**src/rtl/mac_accum_drain_if.sv**
```systemverilog
// Handshake bundle between the MAC array result stream and the accumulate/drain block.
// The slave modport is the drain block's view; master is the producer/consumer side.
interface mac_accum_drain_if #(
    parameter int unsigned WIDTH     = 8,
    parameter int unsigned N         = 16,
    parameter int unsigned ACC_WIDTH = 32,
    parameter int unsigned CNT_WIDTH = 8
);
    logic [CNT_WIDTH-1:0]            cfg_beats;
    logic                            in_valid;
    logic                            in_ready;
    logic [N-1:0][2*WIDTH-1:0]       in_data;
    logic                            out_valid;
    logic                            out_ready;
    logic [N-1:0][ACC_WIDTH-1:0]     out_data;
    logic [N-1:0]                    out_ovf;

    modport master (
        output cfg_beats, in_valid, in_data, out_ready,
        input  in_ready, out_valid, out_data, out_ovf
    );

    modport slave (
        input  cfg_beats, in_valid, in_data, out_ready,
        output in_ready, out_valid, out_data, out_ovf
    );
endinterface

```
**src/rtl/mac_accum_drain.sv**
```systemverilog
// Accumulates groups of N-lane MAC result beats into saturating per-lane sums with sticky
// overflow flags, then holds each completed group on a valid/ready output until drained.
module mac_accum_drain #(
    parameter int unsigned WIDTH     = 8,
    parameter int unsigned N         = 16,
    parameter int unsigned ACC_WIDTH = 32,
    parameter int unsigned CNT_WIDTH = 8
) (
    input  logic              clk,
    input  logic              rst,
    mac_accum_drain_if.slave  bus
);
    localparam int unsigned SumW = ACC_WIDTH + 1;
    localparam logic [CNT_WIDTH-1:0] CntOne = CNT_WIDTH'(1);

    if (ACC_WIDTH < 2 * WIDTH) begin : g_bad_acc_width
        $error("ACC_WIDTH must be at least 2*WIDTH");
    end

    typedef enum logic [1:0] {StIdle, StAccum, StHold} state_e;

    state_e                      state_q, state_d;
    logic [CNT_WIDTH-1:0]        cnt_q, cnt_d;
    logic [CNT_WIDTH-1:0]        beats_q, beats_d;
    logic [N-1:0][ACC_WIDTH-1:0] acc_q, acc_d;
    logic [N-1:0]                ovf_q, ovf_d;
    logic [N-1:0][SumW-1:0]      sum;
    logic                        accept;
    logic                        drain;

    // Handshake outputs depend on state only, so there is no path from out_ready or in_valid.
    assign bus.in_ready  = (state_q != StHold);
    assign bus.out_valid = (state_q == StHold);
    assign bus.out_data  = acc_q;
    assign bus.out_ovf   = ovf_q;

    assign accept = bus.in_valid && (state_q != StHold);
    assign drain  = bus.out_ready && (state_q == StHold);

    always_comb begin
        for (int i = 0; i < N; i++) begin
            sum[i] = {1'b0, acc_q[i]} + SumW'(bus.in_data[i]);
        end
    end

    always_comb begin
        state_d = state_q;
        cnt_d   = cnt_q;
        beats_d = beats_q;
        acc_d   = acc_q;
        ovf_d   = ovf_q;
        unique case (state_q)
            StIdle: begin
                if (accept) begin
                    // A zero beat count is treated as a single-beat group.
                    beats_d = (bus.cfg_beats == '0) ? CntOne : bus.cfg_beats;
                    for (int i = 0; i < N; i++) begin
                        acc_d[i] = ACC_WIDTH'(bus.in_data[i]);
                    end
                    ovf_d   = '0;
                    cnt_d   = CntOne;
                    state_d = (beats_d == CntOne) ? StHold : StAccum;
                end
            end
            StAccum: begin
                if (accept) begin
                    for (int i = 0; i < N; i++) begin
                        if (sum[i][ACC_WIDTH]) begin
                            acc_d[i] = '1;
                            ovf_d[i] = 1'b1;
                        end else begin
                            acc_d[i] = sum[i][ACC_WIDTH-1:0];
                        end
                    end
                    cnt_d = cnt_q + CntOne;
                    if (cnt_d == beats_q) begin
                        state_d = StHold;
                    end
                end
            end
            StHold: begin
                if (drain) begin
                    state_d = StIdle;
                end
            end
            default: state_d = StIdle;
        endcase
    end

    always_ff @(posedge clk) begin
        if (rst) begin
            state_q <= StIdle;
            cnt_q   <= '0;
            beats_q <= '0;
            acc_q   <= '0;
            ovf_q   <= '0;
        end else begin
            state_q <= state_d;
            cnt_q   <= cnt_d;
            beats_q <= beats_d;
            acc_q   <= acc_d;
            ovf_q   <= ovf_d;
        end
    end
endmodule
```
**src/flat_wrapper.sv**
```systemverilog
// flat-port wrapper written by rule: the top's interface ports become plain ports
module mac_accum_drain_flat 
#(
    parameter int unsigned WIDTH     = 8,
    parameter int unsigned N         = 16,
    parameter int unsigned ACC_WIDTH = 32,
    parameter int unsigned CNT_WIDTH = 8
)
  (clk, rst, bus_cfg_beats, bus_in_valid, bus_in_data, bus_out_ready, bus_in_ready, bus_out_valid, bus_out_data, bus_out_ovf);
  mac_accum_drain_if #(.WIDTH(WIDTH), .N(N), .ACC_WIDTH(ACC_WIDTH), .CNT_WIDTH(CNT_WIDTH)) bus_i ();
  input  logic clk;
  input  logic rst;
  input wire logic [$bits(bus_i.cfg_beats)-1:0] bus_cfg_beats;
  input wire logic [$bits(bus_i.in_valid)-1:0] bus_in_valid;
  input wire logic [$bits(bus_i.in_data)-1:0] bus_in_data;
  input wire logic [$bits(bus_i.out_ready)-1:0] bus_out_ready;
  output wire logic [$bits(bus_i.in_ready)-1:0] bus_in_ready;
  output wire logic [$bits(bus_i.out_valid)-1:0] bus_out_valid;
  output wire logic [$bits(bus_i.out_data)-1:0] bus_out_data;
  output wire logic [$bits(bus_i.out_ovf)-1:0] bus_out_ovf;
  assign bus_i.cfg_beats = bus_cfg_beats;
  assign bus_i.in_valid = bus_in_valid;
  assign bus_i.in_data = bus_in_data;
  assign bus_i.out_ready = bus_out_ready;
  assign bus_in_ready = bus_i.in_ready;
  assign bus_out_valid = bus_i.out_valid;
  assign bus_out_data = bus_i.out_data;
  assign bus_out_ovf = bus_i.out_ovf;
  mac_accum_drain #(.WIDTH(WIDTH), .N(N), .ACC_WIDTH(ACC_WIDTH), .CNT_WIDTH(CNT_WIDTH)) u_core (.clk(clk), .rst(rst), .bus(bus_i));
endmodule
```
**config.mk**
```make
export PLATFORM = sky130hd
export DESIGN_NAME = mac_accum_drain_flat
export DESIGN_NICKNAME = d
export VERILOG_FILES = /design/src/rtl/mac_accum_drain_if.sv /design/src/rtl/mac_accum_drain.sv /design/src/flat_wrapper.sv
export SDC_FILE = /design/constraint.sdc
export NUM_CORES = 2
export LEC_CHECK = 0
export ABC_CLOCK_PERIOD_IN_PS = 5100
export CAP_MARGIN = 40
export CORE_UTILIZATION = 35
export CTS_CLUSTER_DIAMETER = 30
export DETAILED_ROUTE_END_ITERATION = 7
export GPL_TIMING_DRIVEN = 0
export PLACE_DENSITY_LB_ADDON = 0.12
export SYNTH_ARGS = -nofsm -noshare
export SYNTH_HDL_FRONTEND = slang
export SYNTH_SLANG_ARGS = --single-unit
```
**constraint.sdc**
```tcl
create_clock -name clk -period 5.1 [get_ports clk]
set_input_delay 1.53 -clock clk [delete_from_list [all_inputs] [get_ports clk]]
set_output_delay 1.53 -clock clk [all_outputs]
set_load 0.03 [all_outputs]
```
==> results.yml <==
global_routing:
  first_global_vias: 42002
  antenna_found_initial: 11
  grt_first_pass_wirelength_um: 297000
  grt_max_degree: 17
  track_usage_pct: 38.1
  grt.overflow.total: 0
worst_hold_path:
  whs_endpoint: "u_core.bus.out_data[398]"
  holdCritPathClass: "flop to flop"
  hold_path_depth: 2
  hp-start: "u_core.bus.out_data[398]"
synth:
  syn-mean-instance-area_um2: 7.76
  synth_top_area_share_pct: 29.7
  synth_ff_type: "dfxtp_1"
  synth_area_mm2: 0.0368
  yosysWarnings: 0
  synth_edf_count: 0
  yosysTopAreaCell: "dfxtp_1"
  ys_top_cells_by_count: "nand2_1, dfxtp_1, a21oi_1"
  synth_cell_types: 103
  syn_inst: 4746
  yosys_register_bits: 546
  ys_seq_area_share_pct: 29.7
  ys_top_cells_by_area: "dfxtp_1, ha_1, nand2_1"
  async_reset_ff_share_pct: 0
  yosysMostFrequentCell: "nand2_1"
  syn_nets: 5287
place:
  place_congestion: 0.970
  hpwl_um: 168000
  numPortBuffers: 796
  place_area_mm2: 0.0484
  dp_worst_setup_slack_ns: -0.713
worst_setup_path:
  r2r_slack_ns: 1.13
  regToRegEndpoint: "u_core.bus.out_data[351]"
  critPathMaxFanout: 10
  r2r_cells: 12
  startpoint_type: "primary input"
  crit_type: "primary input to flop"
  end_kind: "flop"
  arrival_ns: 5.59
  regToRegStartpoint: "u_core.state_q[1]"
  worstPathRequired_ns: 5.79
detailed_routing:
  routedWlPerCell_um: 28.7
  drt_first_pass_iters: 6
  route.detailed.drc: 0
  ant_nets: 0
  viasPerCell: 6.04
  vias: 44628
  finalWirelength_um: 212000
  drt_iter0_markers: 4462
timing:
  setup_viol_count_final: 0
  clock.fmax_mhz: 204
  rsz0062_at_grt: "false"
  fin_worst_skew_ns: 0.0229
  period_needed_ns: 4.89
  worst_pin_slew_ns: 0.965
  hold_viol_final: 0
  max_slew_margin_pct: 35.7
  finalCritPeriodShare_pct: 96.0
  setup_ws_ns: 0.205
  slew_violations: 0
cts:
  cts_max_path_buffers: 3
  numCtsBuffers: 178
  clockRootBuffer: "clkbuf_16"
  cts_sinks: 546
  htree_levels: 4
  hold_buffers: 0
  clk_latency_ns: 0.77
  tritoncts: "built"
  post_cts_buffers: 0
  clk_pin_slew_ns: 0.04
cells_and_area:
  final_area_mm2: 0.0544
  drive_above_1_share_pct: 8.53
  fill_cells: 10026
  syn_to_final_growth_pct: 47.7
  nets: 6401
floorplan:
  coreArea_mm2: 0.104
  dieArea_mm2: 0.107
  num_io_pins: 798
  initial_utilization_pct: 35.4
  die_x_um: 326
  fp-row-count: 118
  die_h_um: 326
pwr:
  total_power_w: 0.0206
  power_density_mw_per_mm2: 378
  ir_drop_v: 0.000279
  p_leak_nw: 21.9
run_status:
  outcome: "completed"
run:
  max_cap_violations: 0
[critical path, cell delays in order]
cell	delay, ns
clkdlybuf4s50_1	0.61
nor2b_1	0.16
clkbuf_1	0.24
nand2_1	0.52
buf_8	0.36
nor2_1	0.32
clkbuf_1	0.54
buf_6	0.24
clkbuf_1	0.63
o41ai_1	0.20
a2bb2oi_1	0.19
[power by group]
| group | internal, W | total, W | switching, W |
|---|---|---|---|
| combinational | 0.00185 | 0.00480 | 0.00295 |
| sequential | 0.00451 | 0.00475 | 0.000234 |
| clock | 0.00775 | 0.0110 | 0.00329 |
| total | 0.0141 | 0.0206 | 0.00647 |
[cell families after synthesis]
kind of cell / after synthesis / share of synthesized area, %
adders and majority gates: 273 / 9.60
DFF: 546 / 29.7
xor gates and xnor gates: 212 / 5.04
muxes: 6 / 0.163
buffers and inverters: 349 / 3.63
and+or+nand+nor: 1673 / 21.5
AOI/OAI and AO/OA: 1687 / 30.4
[flip-flops by register name, summed over array words and instances, names as in the netlist]
register,cells
u_core.bus.out_data,512
u_core.cnt_q,8
u_core.state_q,2
u_core.beats_q,8
u_core.bus.out_ovf,16
[final cells by class]
cell class	instances	area [um2]	area share (%)
inverters	92	345	0.634
multi-input cells	3851	24600	45.2
clock buffers	260	5240	9.63
plain buffers	256	1000	1.84
diodes	5	12.5	0.0230
repair buffers	935	9810	18.0
clock inverters	61	787	1.45
flip-flops and latches	546	10900	20.1
well taps	1380	1730	3.17
[cells in the final DEF (no fill, tap or decap), drive strengths merged, types with 35 or more instances in the layout]
| cell type | n |
|---|---|
| o22ai | 70 |
| ha | 257 |
| o211ai | 54 |
| a21oi | 378 |
| clkinv | 35 |
| clkdlybuf4s50 | 796 |
| clkbuf | 477 |
| xnor2 | 130 |
| xor2 | 82 |
| o221ai | 142 |
| nand2 | 630 |
| o21ai | 368 |
| buf | 177 |
| inv | 98 |
| a31oi | 127 |
| nand4 | 75 |
| a21o | 140 |
| o21a | 36 |
| and3 | 87 |
| nand2b | 39 |
| a211oi | 78 |
| nand3 | 170 |
| nor2 | 313 |
| dfxtp | 546 |
| nor3 | 162 |
[per-stage QoR]
stage,cells,hold slack (ns),setup TNS [ns],util [%]
6_report,7386,0.452,0,52.4
3_3_place_gp,6922,0.446,-237.84,44.8
3_5_place_dp,7061,0.451,-46.84,46.6
2_1_floorplan,4746,0.448,0,-
4_1_cts,7382,0.456,0,52.4
5_1_grt,7383,0.473,0,52.4
[layer usage]
layer  up-vias  track usage (%)  wire (um)
met3       526             11.7      23300
met5         -                0         26
met4         4             20.6      12200
met2      2450             60.7      94400
met1     21406             45.7      81800
li1      20242                -          -
[worst max-delay path by stage]
stage                      from                  endpoint  cells after the start  slack, ns
5_1_grt        bus_in_data[176]  u_core.bus.out_data[357]                     14       0.01
3_5_place_dp       bus_in_valid  u_core.bus.out_data[494]                     12      -0.71
2_1_floorplan  bus_in_data[176]  u_core.bus.out_data[356]                     12       0.85
6_report           bus_in_valid  u_core.bus.out_data[378]                     11       0.21
4_1_cts            bus_in_valid  u_core.bus.out_data[494]                     12       0.03
3_3_place_gp       bus_in_valid  u_core.bus.out_data[494]                     10      -1.74
[repair_timing]
| item | in CTS | in global routing |
|---|---|---|
| setup endpoints to repair | 0 | 19 |
| gates resized for setup | 0 | 1 |
| hold endpoints to repair | 0 | 0 |
(Power assumes the default switching activity.)
